--- config.mk ---
export PLATFORM = sky130hd
export DESIGN_NAME = serial_shift_unit
export DESIGN_NICKNAME = d
export VERILOG_FILES = /design/src/rtl/serial_shift_unit.sv
export SDC_FILE = /design/constraint.sdc
export NUM_CORES = 1
export LEC_CHECK = 0
export CAP_MARGIN = 20
export CORE_MARGIN = 4
export CORE_UTILIZATION = 23
export DETAILED_ROUTE_END_ITERATION = 10
export PLACE_DENSITY = 0.52
export SLEW_MARGIN = 15
export SYNTH_ARGS = -nofsm -noshare
export SYNTH_HDL_FRONTEND = slang
export SYNTH_SLANG_ARGS = --single-unit
--- constraint.sdc ---
create_clock -name clk -period 5.66 [get_ports clk]
set_clock_uncertainty 0.2 [all_clocks]
set_input_delay 0.849 -clock clk [delete_from_list [all_inputs] [get_ports clk]]
set_output_delay 0.849 -clock clk [all_outputs]
set_load 0.005 [all_outputs]
--- src/rtl/serial_shift_unit.sv ---
// ---------------------------------------------------------------------------
// serial_shift_unit
//
// Multi-cycle serial shifter. An operand is captured on start. A working
// register then moves one bit per clock until the effective shift count is
// used up. The result is presented on dout with a one-cycle done pulse.
//
// Configuration macro:
//   SHIFT_ROTATE_EN  - when defined, mode 2'b11 rotates right by
//                      (shamt mod WIDTH). When undefined, mode 2'b11 is an
//                      alias of arithmetic right (2'b01) and no rotate path
//                      exists in the logic.
//
// Parameters:
//   WIDTH    - data width in bits (2..64)
//   SHAMT_W  - shift-amount width, wide enough for shamt == WIDTH
//
// Ports:
//   clk    in   clock, rising edge
//   rst_n  in   asynchronous active-low reset
//   start  in   request, sampled only while idle
//   mode   in   00 lsr, 01 asr, 10 lsl, 11 ror (or asr, see above)
//   shamt  in   unsigned shift amount
//   din    in   operand
//   busy   out  high while shifting
//   done   out  one-cycle pulse, dout valid
//   dout   out  registered result, held until the next done
// ---------------------------------------------------------------------------
module serial_shift_unit #(
  parameter int WIDTH   = 16,
  parameter int SHAMT_W = $clog2(WIDTH) + 1
) (
  input  logic               clk,
  input  logic               rst_n,
  input  logic               start,
  input  logic [1:0]         mode,
  input  logic [SHAMT_W-1:0] shamt,
  input  logic [WIDTH-1:0]   din,
  output logic               busy,
  output logic               done,
  output logic [WIDTH-1:0]   dout
);

  typedef enum logic [1:0] {
    IDLE  = 2'd0,
    SHIFT = 2'd1,
    DONE  = 2'd2
  } state_t;

  localparam logic [SHAMT_W-1:0] WIDTH_C = SHAMT_W'(WIDTH);
  localparam logic [SHAMT_W-1:0] ONE_C   = SHAMT_W'(1);

  state_t             state;
  logic [WIDTH-1:0]   work;
  logic [SHAMT_W-1:0] cnt;
  logic [1:0]         op;

  logic [SHAMT_W-1:0] eff_cnt;
  logic [1:0]         cap_op;
  logic [WIDTH-1:0]   step;

  // Effective count and the operation actually latched at capture time.
  // NOTE: every always_comb output gets a default first so no latch is inferred.
  always_comb begin
    eff_cnt = (shamt > WIDTH_C) ? WIDTH_C : shamt;
    cap_op  = mode;
`ifdef SHIFT_ROTATE_EN
    if (mode == 2'b11) begin
      // A rotate by WIDTH is the identity, so only the remainder matters.
      eff_cnt = shamt % WIDTH_C;
    end
`else
    // Without rotate support, mode 11 is stored as arithmetic right so the
    // shift datapath never sees the 11 encoding.
    if (mode == 2'b11) begin
      cap_op = 2'b01;
    end
`endif
  end

  // One-bit step of the working register.
  always_comb begin
    step = work;
    case (op)
      2'b00:   step = {1'b0, work[WIDTH-1:1]};
      2'b01:   step = {work[WIDTH-1], work[WIDTH-1:1]};
      2'b10:   step = {work[WIDTH-2:0], 1'b0};
`ifdef SHIFT_ROTATE_EN
      default: step = {work[0], work[WIDTH-1:1]};
`else
      default: step = {work[WIDTH-1], work[WIDTH-1:1]};
`endif
    endcase
  end

  // Control FSM. busy, done and dout are all registered outputs.
  // NOTE: sequential state uses non-blocking assignments only, so every
  // register samples values from before the clock edge.
  always_ff @(posedge clk or negedge rst_n) begin
    if (!rst_n) begin
      // NOTE: every register, including the datapath, is reset. An abort
      // must leave no stale operand or count behind.
      state <= IDLE;
      busy  <= 1'b0;
      done  <= 1'b0;
      dout  <= '0;
      work  <= '0;
      cnt   <= '0;
      op    <= 2'b00;
    end else begin
      done <= 1'b0;
      case (state)
        IDLE: begin
          if (start) begin
            work <= din;
            op   <= cap_op;
            cnt  <= eff_cnt;
            if (eff_cnt == '0) begin
              // Zero-length shift skips SHIFT entirely.
              state <= DONE;
              done  <= 1'b1;
              dout  <= din;
            end else begin
              state <= SHIFT;
              busy  <= 1'b1;
            end
          end
        end
        SHIFT: begin
          work <= step;
          cnt  <= cnt - ONE_C;
          if (cnt == ONE_C) begin
            // The final step goes straight to dout, so DONE needs no extra cycle.
            state <= DONE;
            busy  <= 1'b0;
            done  <= 1'b1;
            dout  <= step;
          end
        end
        DONE: begin
          state <= IDLE;
        end
        default: begin
          state <= IDLE;
          busy  <= 1'b0;
        end
      endcase
    end
  end

endmodule

* Word level (Yosys, flattened, before mapping)
Cells that the tools add are included.
** Word-level totals
- Register bits after elaboration :: 43
- Input bits :: 26
- Output and inout bits :: 18
- Word-level logic and storage cells :: 51
** Cells by class
- Reductions and logical operators :: 9
- Bitwise operators :: 1
- Multiplexer cells :: 23
- $lt $le $gt $ge :: 1
- Add/subtract/negate cells :: 1
- Equality and inequality tests :: 9
** Operators by type and width (count)
- $pmux W16 S2 :: 3
- $mux W16 :: 4
- $mux W5 :: 2
- $pmux W5 S2 :: 1
- $mux W2 :: 4
- $ne A2 B2 Y1 const B :: 4
- $reduce_and A4 Y1 :: 2
- $eq A2 B2 Y1 const B :: 3
- $mux W1 :: 6
- $reduce_and A2 Y1 :: 3
- $eq A5 B1 Y1 const B :: 1
- $gt A5 B5 Y1 const B :: 1
- $logic_not A5 Y1 :: 1
- $sub A5 B1 Y5 const B :: 1
- $logic_not A2 Y1 :: 2
- $pmux W2 S2 :: 1
- $pmux W1 S3 :: 1
- $eq A2 B1 Y1 const B :: 1
- $pmux W1 S2 :: 1
- $reduce_bool A2 Y1 :: 1
- $not A1 Y1 :: 1

* Depth between registers and ports, before layout
- Depth after elaboration :: 6
- Mapped depth :: 7
- Gate-level depth less buffers :: 6

* Worst setup path before layout
Ideal clock, no wire load.
- Path type :: input -> register
- From :: in shamt[3]
- To :: reg dout[14]
- Setup time :: 0.127 ns
- Slack :: 3.472 ns
- Required time :: 5.333 ns
- Path buffers :: 1
- Cell stages on the path :: 5
- Arrival :: 1.861 ns
- Cell sequence :: nor4b_4 a22oi_4 nor2_8 buf_6 mux2_1
** Between the ends
- Word-level cells in the longest chain between the ends :: 5
** Ends and longest elaborated chain
- from (decl) :: RTL line 37 : input logic [SHAMT_W-1:0] shamt,
- $gt A5 B5 Y1 :: RTL line 65 : eff_cnt = (shamt > WIDTH_C) ? WIDTH_C : shamt;
- $mux W5 (*) :: RTL line 65
- $logic_not A5 Y1 (*) :: RTL line 118 : if (eff_cnt == '0) begin
- $ne A2 B2 Y1 (no line) (*)
- $reduce_and A4 Y1 (no line) (*)
- to (signal assigned) :: RTL line 122 : dout <= din;
- to (signal assigned) :: RTL line 137 : dout <= step;
- to (decl) :: RTL line 41 : output logic [WIDTH-1:0] dout
Every way passes the cells marked *; elsewhere a longest branch is shown, timed or not.
A chain may end at the register's enable or synchronous reset.

* Final worst setup path
- From :: in shamt[3]
- To :: reg dout[13]
The elaborated chain is that of the path after synthesis.

==> run metrics <==
part of the Yosys area used for sequential elements 49.5%; number of sinks on the clock net 43; net total in the final layout 258; placeable core region 9240 um2; total detailed-routing wirelength around 4800 um; maximum fanout along the worst path 15; CTS tree yes; quantity of gates resized following cts 0; share of the clock period used by the worst path approximately 45%; number of library cell types mapped by synthesis 35; pin count of the biggest net entering global routing 44; Power per Cell Area between 400 and 500 nW/um2; router iterations before antenna repair 4; post-synth net total ~220; H-tree Lvls 2; # Max-Cap Violations 0; chip width ~110 um; area added between synthesis and finish 30.4%; number of placed I/O pins 44; CTS Hold Bufs 0; ys flop type sky130_fd_sc_hd__dfrtp_1; ratio of cells with drive above 1 in the final layout 13.4%; Yosys reg bits 43; EDFF count, synth 0; Die Footprint 11,100 um2; Static Leakage around 1.2 nW; pin slew with the least headroom to its limit around 1 ns; Hold WC Path Type input pin to asynchronous set/reset pin; die extent in y about 110 um; number of I/O port buffers 43; Synth Instances ~190; overall power after layout about 1.4 mW; wire length of the first global-routing pass around 8000 um; combined area of all synthesized cells 2170 um2; kind of critical path input pin to register; post-CTS setup buffer count 0; highest-count cells in the layout ignoring fill and taps sky130_fd_sc_hd__dfrtp_1, sky130_fd_sc_hd__clkdlybuf4s50_1, sky130_fd_sc_hd__nand2_1; CP required 5.64 ns; total of endpoints with negative setup slack in the final report 0; final total negative setup slack 0 ns; antenna viol nets, final 0; most common cell after layout, fill and taps aside sky130_fd_sc_hd__dfrtp_1; headroom to the max-slew limit between 30 and 40%; final global-route overflow total 0; warning count from the yosys run 0; per-cell routed wire length 13.3 um; vias in the first global route 1,609; aggregate global-route resource usage a little under a tenth; maximum frequency from static timing analysis ~400 MHz; Inserted Clock Buffers 5; buffers from clock root to sink, at most 2; initial antenna violation count 0; data arrival time of the critical path roughly 2.5 ns; max-slew violation total from the final report 0; maximum resistive drop on vdd between 0.15 and 0.2 mV; result of the run completed; number of hold violations in the final report 0; clock root buffer sky130_fd_sc_hd__clkbuf_8; category of the worst setup path capture point register; unrepaired setup endpoints after global routing false; Iter 0 DRT Violations 86; number of standard-cell rows in the floorplan 35; mean instance size in the synthesized netlist 11.6 um2; clock-pin transition on the worst setup and hold timing paths 0.08 ns; HPWL Detailed ~3400 um; minimum clock period ~2.5 ns; category of the worst setup path launch point input pin; clock insertion delay at the later pin of the skew report ~0.30 ns; number of antenna repair diodes 0; Via density about 4.3; initial standard-cell utilization of the core approximately a quarter; gpl congestion approximately 0.80; fraction of registers with async set or reset after synthesis 100%; vias 1,533; post-route DRC violation count 0
==> area by class of cell <==
cell class	count	area, um2
fillers	964	6400
flip-flops and latches	43	1080
multi-input cells	128	1010
repair buffers	46	464
well taps	129	161
clock buffers	8	100
inverters	6	22.5
==> cells by family after synthesis <==
kind of cell	share of synthesized area (%)
buffers and inverters	4.08
xor gates and xnor gates	0.403
AOI/OAI and AO/OA	11.9
muxes	21.9
adders and majority gates	1.15
and+or+nand+nor	11.0
DFF	49.5
==> synthesized netlist by cell type, types with 2 or more instances <==
library cell	number	area share, %
sky130_fd_sc_hd__a21oi_1	4	0.92
sky130_fd_sc_hd__a32oi_1	2	0.81
sky130_fd_sc_hd__buf_2	5	1.2
sky130_fd_sc_hd__buf_6	2	1.0
sky130_fd_sc_hd__clkbuf_1	2	0.35
sky130_fd_sc_hd__dfrtp_1	43	49
sky130_fd_sc_hd__ha_1	2	1.2
sky130_fd_sc_hd__inv_1	6	1.0
sky130_fd_sc_hd__mux2_1	16	8.3
sky130_fd_sc_hd__mux2_2	13	6.7
sky130_fd_sc_hd__mux2i_1	15	6.9
sky130_fd_sc_hd__nand2_1	20	3.5
sky130_fd_sc_hd__nand2b_1	3	0.86
sky130_fd_sc_hd__nand3b_1	3	1.0
sky130_fd_sc_hd__nor2_1	8	1.4
sky130_fd_sc_hd__nor4b_4	2	2.2
sky130_fd_sc_hd__o21ai_0	5	1.2
sky130_fd_sc_hd__o21ai_1	19	4.4
sky130_fd_sc_hd__o31ai_1	2	0.69
==> flip-flops by register name, indices dropped and copies added (netlist names) <==
register / count
cnt: 5
work: 16
state: 2
op: 2
busy: 1
dout: 16
done: 1
==> layer usage <==
layer	vias to the layer above	share of wire, %	track usage [%]	wire, um
li1	758	-	-	-
met1	725	51	12.9	2450
met2	43	44	13.8	2090
met3	7	4.3	2.27	204
met4	0	1.1	2.53	53
met5	-	0	0	0
==> final timing paths <==
| kind | cells after the start | from | slack [ns] | endpoint |
|---|---|---|---|---|
| worst min-delay path | 1 | rst_n | 0.22 | dout[8] |
| max in group asynchronous | 2 | rst_n | 4.58 | work[13] |
| worst min register to register | 1 | dout[12] | 0.29 | dout[12] |
| min in group clk | 1 | dout[12] | 0.29 | dout[12] |
| worst max register to register | 4 | state[1] | 3.24 | dout[9] |
| worst max-delay path | 5 | shamt[3] | 3.12 | dout[13] |
==> worst max-delay path, stage by stage <==
cell,delay [ns]
sky130_fd_sc_hd__clkdlybuf4s50_1,0.51
sky130_fd_sc_hd__nor4b_4,0.34
sky130_fd_sc_hd__a22oi_4,0.15
sky130_fd_sc_hd__nor2_8,0.29
sky130_fd_sc_hd__mux2_1,0.36
==> where the power goes <==
group | switching (mW) | leakage [nW] | internal, mW
clock network | 0.105 | 0.0515 | 0.111
logic | 0.277 | 0.602 | 0.350
registers | 0.116 | 0.536 | 0.449
==> metrics by stage <==
step	hold slack (ns)	setup slack [ns]	utilization, %	cell area (um2)	std cells
floorplan	0.255	3.47	-	2170	188
global placement	0.275	2.67	29.3	2710	350
detailed placement	0.275	2.66	29.3	2710	350
CTS	0.301	2.98	30.4	2810	358
global route	0.224	3.01	30.7	2840	360
finish	0.220	3.12	30.7	2840	360
(Power assumes the default switching activity.)
